[src/rtl/out_port_uart_tx.sv]
// Output-port UART transmitter: buffers bytes written by the datapath in a small FIFO and
// sends each one as an 8N1 frame, back-to-back when the FIFO still holds data.
module out_port_uart_tx #(
  parameter int unsigned CLKS_PER_BIT = 16,
  parameter int unsigned FIFO_DEPTH   = 4
) (
  input  logic        clk,
  input  logic        Reset,
  input  logic        Out_Portin,
  input  logic [31:0] Busout,
  input  logic        ovf_clr,
  output logic        tx,
  output logic        busy,
  output logic        fifo_full,
  output logic        fifo_empty,
  output logic        overflow
);
  localparam int unsigned PtrW  = $clog2(FIFO_DEPTH);
  localparam int unsigned CntW  = $clog2(FIFO_DEPTH) + 1;
  localparam int unsigned BaudW = $clog2(CLKS_PER_BIT);
  localparam logic [CntW-1:0]  DepthC    = CntW'(FIFO_DEPTH);
  localparam logic [BaudW-1:0] BaudLastC = BaudW'(CLKS_PER_BIT - 1);

  typedef enum logic [1:0] {StIdle, StStart, StData, StStop} state_e;

  state_e            state_q;
  logic [BaudW-1:0]  baud_q;
  logic [2:0]        bit_idx_q;
  logic [7:0]        shift_q;
  logic              tx_q, busy_q;
  logic [7:0]        mem_q [FIFO_DEPTH];
  logic [PtrW-1:0]   rd_ptr_q, wr_ptr_q;
  logic [CntW-1:0]   count_q, count_d;
  logic              full_q, empty_q, ovf_q;

  logic              baud_last, pop, wr_ok, drop;
  logic [7:0]        pop_byte;
  logic              unused_busout;

  assign unused_busout = ^Busout[31:8];
  assign baud_last     = (baud_q == BaudLastC);

  always_comb begin
    pop = 1'b0;
    if (state_q == StIdle && count_q != '0) pop = 1'b1;
    // End of stop bit may chain straight into the next frame, even from a same-edge write.
    if (state_q == StStop && baud_last && (count_q != '0 || Out_Portin)) pop = 1'b1;
    wr_ok    = Out_Portin && ((count_q < DepthC) || pop);
    drop     = Out_Portin && !wr_ok;
    // An empty FIFO popping on the same edge as a write passes the bus byte straight through.
    pop_byte = (count_q == '0) ? Busout[7:0] : mem_q[rd_ptr_q];
    count_d  = count_q;
    unique case ({wr_ok, pop})
      2'b10:   count_d = count_q + CntW'(1);
      2'b01:   count_d = count_q - CntW'(1);
      default: count_d = count_q;
    endcase
  end

  always_ff @(posedge clk) begin
    if (wr_ok) mem_q[wr_ptr_q] <= Busout[7:0];
  end

  always_ff @(posedge clk or posedge Reset) begin
    if (Reset) begin
      count_q  <= '0;
      rd_ptr_q <= '0;
      wr_ptr_q <= '0;
      full_q   <= 1'b0;
      empty_q  <= 1'b1;
      ovf_q    <= 1'b0;
    end else begin
      count_q <= count_d;
      full_q  <= (count_d == DepthC);
      empty_q <= (count_d == '0);
      if (wr_ok) wr_ptr_q <= wr_ptr_q + PtrW'(1);
      if (pop)   rd_ptr_q <= rd_ptr_q + PtrW'(1);
      if (drop)         ovf_q <= 1'b1;
      else if (ovf_clr) ovf_q <= 1'b0;
    end
  end

  always_ff @(posedge clk or posedge Reset) begin
    if (Reset) begin
      state_q   <= StIdle;
      baud_q    <= '0;
      bit_idx_q <= '0;
      shift_q   <= '0;
      tx_q      <= 1'b1;
      busy_q    <= 1'b0;
    end else begin
      unique case (state_q)
        StIdle: begin
          if (pop) begin
            shift_q <= pop_byte;
            baud_q  <= '0;
            tx_q    <= 1'b0;
            busy_q  <= 1'b1;
            state_q <= StStart;
          end
        end
        StStart: begin
          if (baud_last) begin
            baud_q    <= '0;
            bit_idx_q <= '0;
            tx_q      <= shift_q[0];
            state_q   <= StData;
          end else begin
            baud_q <= baud_q + BaudW'(1);
          end
        end
        StData: begin
          if (baud_last) begin
            baud_q <= '0;
            if (bit_idx_q == 3'd7) begin
              tx_q    <= 1'b1;
              state_q <= StStop;
            end else begin
              bit_idx_q <= bit_idx_q + 3'd1;
              tx_q      <= shift_q[bit_idx_q + 3'd1];
            end
          end else begin
            baud_q <= baud_q + BaudW'(1);
          end
        end
        StStop: begin
          if (baud_last) begin
            baud_q <= '0;
            if (pop) begin
              shift_q <= pop_byte;
              tx_q    <= 1'b0;
              state_q <= StStart;
            end else begin
              busy_q  <= 1'b0;
              state_q <= StIdle;
            end
          end else begin
            baud_q <= baud_q + BaudW'(1);
          end
        end
        default: state_q <= StIdle;
      endcase
    end
  end

  assign tx         = tx_q;
  assign busy       = busy_q;
  assign fifo_full  = full_q;
  assign fifo_empty = empty_q;
  assign overflow   = ovf_q;

endmodule

[config.mk]
export PLATFORM = sky130hd
export DESIGN_NAME = out_port_uart_tx
export DESIGN_NICKNAME = d
export VERILOG_FILES = /design/src/rtl/out_port_uart_tx.sv
export SDC_FILE = /design/constraint.sdc
export NUM_CORES = 1
export LEC_CHECK = 0
export BUFFER_PORTS_ARGS = -buffer_cell sky130_fd_sc_hd__buf_4
export CORE_ASPECT_RATIO = 1.4
export CORE_MARGIN = 3
export CORE_UTILIZATION = 35
export CTS_CLUSTER_DIAMETER = 150
export DETAILED_ROUTE_END_ITERATION = 8
export PLACE_DENSITY = 0.59
export SLEW_MARGIN = 20
export SYNTH_ARGS = -nofsm -noshare
export SYNTH_HDL_FRONTEND = slang
export SYNTH_SLANG_ARGS = --single-unit
[constraint.sdc]
create_clock -name clk -period 2.8 [get_ports clk]
set_input_delay 0.28 -clock clk [delete_from_list [all_inputs] [get_ports clk]]
set_output_delay 0.28 -clock clk [all_outputs]
set_load 0.01 [all_outputs]
# After elaboration in Yosys (flattened, before gate mapping)
# Memories as Yosys holds them, arrays and structs flattened.
# Cells that the tools add are included.
[totals]
ff_bits = 29
ram_bits = 32
in_bits = 36
out_inout_bits = 5
elab_cells = 94
mem_count = 1
[mem_list]
columns = ["memory", "words", "word_bits", "rd", "rd_clocked_by_memory_dff", "wr", "line", "source"]
rows = [
  ["mem_q", 4, 8, 1, 0, 1, "31", "logic [7:0] mem_q [FIFO_DEPTH];"],
]
[classes]
add_sub_neg = 6
n_lt_le_gt_ge = 2
n_eq_ne = 15
n_mux = 37
reduce_logical = 21
[op_table]
columns = ["cell", "count"]
rows = [
  ["two-way mux 8 bit", 3],
  ["two-way mux 1 bit", 16],
  ["one-hot mux 8 bit (2 select lines)", 1],
  ["inequality test 2 bit (second input constant)", 7],
  ["one-hot mux 3 bit (2 select lines)", 2],
  ["two-way mux 2 bit", 5],
  ["two-way mux 3 bit", 3],
  ["two-way mux 4 bit", 2],
  ["one-hot mux 2 bit (4 select lines)", 1],
  ["one-hot mux 4 bit (2 select lines)", 1],
  ["AND reduction 4 bit", 2],
  ["adder 3 x 1 -> 3 bit (second input constant)", 2],
  ["equality test 2 bit (second input constant)", 3],
  ["equality test 3 bit (second input constant)", 2],
  ["zero test 3 bit", 2],
  ["nonzero test 2 bit", 3],
  ["logical AND 1 bit", 5],
  ["AND reduction 5 bit", 1],
  ["adder 2 x 1 -> 2 bit (second input constant)", 2],
  ["adder 4 x 1 -> 4 bit (second input constant)", 1],
  ["equality test 2 x 1 -> 1 bit (second input constant)", 2],
  ["equality test 4 bit (second input constant)", 1],
  ["less-than comparator 3 x 4 -> 1 bit (second input constant)", 1],
  ["one-hot mux 1 bit (4 select lines)", 1],
  ["11 further kinds", 12],
]

# Depth between registers and ports, before layout
[depth]
ltp_word = 9
depth_mapped = 13
ltp_nobuf = 12

# Least setup slack after synthesis
# OpenSTA, ideal clock, no wires.
[synth_timing]
kind = "register to register"
from = "register state_q[0]"
to = "register full_q (netlist: fifo_full)"
setup_time_ns = 0.118
t_arrival_ns = 2.330
t_required_ns = 2.682
path_slack_ns = 0.352
path_stages_with_launch = 13
cell_sequence = "dfrtp_1 -> inv_1 -> ha_1 -> buf_2 -> inv_1 -> a31oi_1 -> inv_1 -> ha_1 -> inv_1 -> fa_1 -> mux2i_1 -> or2_2 -> nor2b_1"
[synth_between]
elab_chain_cells = 9
elab_cells_between_ends = 13
cone_classes = "eq/ne: 4; mux: 3; reduce/logical: 6"
[synth_rtl]
columns = ["item", "line", "source"]
rows = [
  ["start, declared", "26", "state_e state_q;"],
  ["start signal, assigned", "85", "state_q <= StIdle;"],
  ["start signal, assigned", "99", "state_q <= StStart;"],
  ["start signal, assigned", "107", "state_q <= StData;"],
  ["zero test 2 bit / equality test 2 bit (equally long branches)", "45, 47", ""],
  ["logical AND 1 bit (on tied branches)", "45, 47", ""],
  ["two-way mux 1 bit / logical AND 1 bit (equally long branches)", "45, 47", ""],
  ["two-way mux 1 bit *", "47", "if (state_q == StStop && baud_last && (count_q != '0 || Out_Portin)) pop = 1'b1;"],
  ["logical OR 1 bit", "48", "wr_ok = Out_Portin && ((count_q < DepthC) || pop);"],
  ["logical AND 1 bit", "48", ""],
  ["equality test 2 x 1 -> 1 bit / equality test 2 bit (equally long branches)", "53", "unique case ({wr_ok, pop})"],
  ["one-hot mux 3 bit (2 select lines) *", "53", ""],
  ["net count_d[1]", "33", "logic [CntW-1:0] count_q, count_d;"],
  ["equality test 3 bit *", "74", "full_q <= (count_d == DepthC);"],
  ["end signal, assigned", "74", ""],
  ["end, declared", "34", "logic full_q, empty_q, ovf_q;"],
]
# Mark *: on every way through the listed nets, which the timed path passes. The rest lies on a longest branch.
# A chain may end at the register's enable or synchronous reset.

# Worst setup path after layout
[layout_timing]
from = "register state_q[0]"
to = "register full_q (netlist: fifo_full)"
[layout_between]
elab_chain_cells = 9
elab_cells_between_ends = 13
cone_classes = "eq/ne: 4; mux: 3; reduce/logical: 6"
[layout_rtl]
columns = ["item", "line", "source"]
rows = [
  ["zero test 2 bit / equality test 2 bit (equally long branches)", "45, 47", ""],
  ["logical AND 1 bit (on tied branches)", "45, 47", ""],
  ["two-way mux 1 bit / logical AND 1 bit (equally long branches)", "45, 47", ""],
  ["two-way mux 1 bit *", "47", ""],
  ["net pop", "36", "logic baud_last, pop, wr_ok, drop;"],
  ["logical OR 1 bit", "48", ""],
  ["logical AND 1 bit", "48", ""],
  ["equality test 2 x 1 -> 1 bit / equality test 2 bit (equally long branches)", "53", ""],
  ["one-hot mux 3 bit (2 select lines) *", "53", ""],
  ["net count_d[2]", "33", ""],
  ["equality test 3 bit *", "74", ""],
]
# Marks and branches as above.

==> results.toml <==
[floorplanning]
rows = 38
ios = 41
start_util_pct = 36.1
core_sq_um = 7800
die_w_um = 81.7
die_area_sq_um = 9160
dieHeight_um = 112

[worst_setup_path]
cp_data_required_time_ns = 3.06
path_class = "flip-flop to flip-flop"
crit_family = "adder cells"
worstSetupStartpointType = "flip-flop"
worst_path_largest_cell_delay_ns = 0.43
worstPathBufferInverterCount = 1
cp.arrival_ns = 2.79
critPathMaxFanout = 5
cp-end-kind = "flip-flop"
slowest_stage = "dfrtp_1"
crit_chain = "ha_1 -> nand4_1 -> o21ai_2 -> ha_1 -> inv_1 -> fa_1 -> xor2_1 -> nor2_1 -> xor2_1 -> nor2b_1"

[global_route]
grt_max_degree = 30
overflow = 0
grt_pass1_wl_um = 8400
antenna_found_initial = 0
grt_pass1_vias = 1720
grtUsageTotal_pct = 12.4

[timing]
grt_setup_unrepaired = "no"
tightest_slew_ns = 0.604
finalCritPeriodShare_pct = 90.5
setup_tns_ns = 0
hold_violations = 0
timing.final.ws_setup_ns = 0.267
setup-violations-final = 0
slew_headroom_pct = 59.4
fin_crit_ns = 2.53
fmaxAchievable_mhz = 395
fin_skew_ns = 0.0110
hold_ws_ns = 0.0140
slew_violations = 0

[cts]
cts_buffers = 9
cts_hold_buf = 0
clk_root_buffer_cell = "clkbuf_8"
cts_tree = "done"
postCtsSetupBuffers = 0
cts_max_level = 3
ctsResizeCount = 0
clkLatencyLatePin_ns = 0.33
cts.clk_slew.worst_paths_ns = 0.07
clockBufferDepth = 2
clock-sinks = 61

[logic_synthesis]
synth_cell_types = 42
ys_ff_latch = 61
synth_enable_flop_cells = 32
postSynthAreaPerCell_sq_um = 14.0
yosysTopAreaCellShare_pct = 34.2
synth_cells = 201
synth_top_area_cell = "edfxtp_1"
synth_fp_nets = 250
async_flop_share_pct = 47.5
synth_area_leaders = "edfxtp_1, dfrtp_1, mux4_2"
synth_ff_type = "edfxtp_1"
yosysSeqAreaShare_pct = 60.1
synth_warnings = 0
synth_area_sq_um = 2810

[detailed_routing]
drtIter0Drc = 71
avgViaCountPerCell = 4.91
ant_nets = 0
vias = 1636
wl_per_cell_um = 14.7
wl_um = 4890
drc = 0
dr.pass1.iters = 4

[cells_and_area]
area_growth_pct = 16.9
drive_above_1_share_pct = 23.6
mostFrequentLayoutCells = "edfxtp_1, dfrtp_1, buf_4, inv_1, nor2_1"
seq_area_sq_um = 1690
multiInputGateArea_sq_um = 1050
diodes = 0
n_fill_cell = 749
final_common_cell = "edfxtp_1"
nets = 277

[pwr]
ir_drop_uv = 371
pwr_density_cell_nw_per_um2 = 1090
p_leak_nw = 1.30

[placed_design]
routabilityCongestion = 0.779
dpl_worst_slack_ns = 0.288
portBuffers = 16
post-dp-hpwl_um = 3470

[status]
outcome = "completed"

[run]
max_cap_violations = 0

[worst_hold_path]
hold_class = "input port to asynchronous set/reset pin"
tightest hold or removal path: stages:
cell and delay [ns]:
buf_4 0.11, inv_1 0.04, buf_4 0.33
path summary, 6_finish.rpt:
| kind | start | end | slack [ns] | cells past startpoint |
|---|---|---|---|---|
| worst max-delay path | state_q[0]$_DFFE_PP0P_ | fifo_full$_DFF_PP0_ | 0.27 | 10 |
| worst min-delay path | Reset | bit_idx_q[2]$_DFFE_PP0P_ | 0.01 | 3 |
| worst max register to register | state_q[0]$_DFFE_PP0P_ | fifo_full$_DFF_PP0_ | 0.27 | 10 |
| worst min register to register | baud_q[0]$_DFFE_PP0N_ | baud_q[0]$_DFFE_PP0N_ | 0.52 | 1 |
| max in group asynchronous | Reset | fifo_empty$_DFF_PP1_ | 2.47 | 3 |
| min in group clk | ovf_clr | overflow$_DFFE_PP0P_ | 0.15 | 2 |
flip-flops by register name, summed over array words and instances (netlist names):
register / count
state_q: 2
rd_ptr_q: 2
count_q: 3
wr_ptr_q: 2
overflow: 1
mem_q: 32
fifo_empty: 1
shift_q: 8
tx: 1
fifo_full: 1
bit_idx_q: 3
baud_q: 4
busy: 1
synthesized netlist by cell type (all sizes together), types with 3 or more instances:
library cell   n
a22o           6
buf            6
xor2           3
a21oi          8
ha            12
mux2i         11
or3            3
xnor2          3
mux4           9
dfrtp         27
edfxtp        32
inv           14
o31ai          3
nor2          13
and2           4
mux2           3
o21ai          6
nand2          8
nor3           3
per-stage QoR:
step	power, mW	util (%)	std cells	cell area [sq um]
5_1_grt	3.87	42.2	333	3290
3_3_place_gp	2.77	39.4	317	3080
2_1_floorplan	2.45	-	201	2810
3_5_place_dp	2.81	39.4	317	3080
4_1_cts	3.65	42.1	333	3280
6_report	3.58	42.2	333	3290
routing by layer:
metal	up-vias	part of all wire (%)	track usage, %
li1	798	-	-
met1	805	42	15.0
met2	24	53	19.3
met3	9	3.2	3.69
met4	0	2.4	6.87
met5	-	0	0
power breakdown:
part           switching, mW  total (mW)  internal [mW]
combinational          0.639        1.29          0.654
sequential             0.231        1.47           1.24
clock                  0.320       0.821          0.501
logic make-up (layout without fill, tap and decap cells):
group / count (synthesis) / after routing / share of synthesized area [%]
muxes: 23 / 23 / 12.3
AOI/OAI and AO/OA: 35 / 35 / 8.81
xor gates and xnor gates: 6 / 6 / 1.87
DFF: 61 / 61 / 60.1
adders and majority gates: 13 / 13 / 6.05
and+or+nand+nor: 43 / 43 / 7.88
buffers and inverters: 20 / 52 / 2.98
cell type report:
type	instances	area share, %
flip-flops and latches	61	51.4
well taps	100	3.81
clock inverters	4	2.21
multi-input cells	120	31.9
inverters	14	1.60
repair buffers	22	5.02
clock buffers	12	4.11
Note: power is estimated with default switching activity, not from simulation.
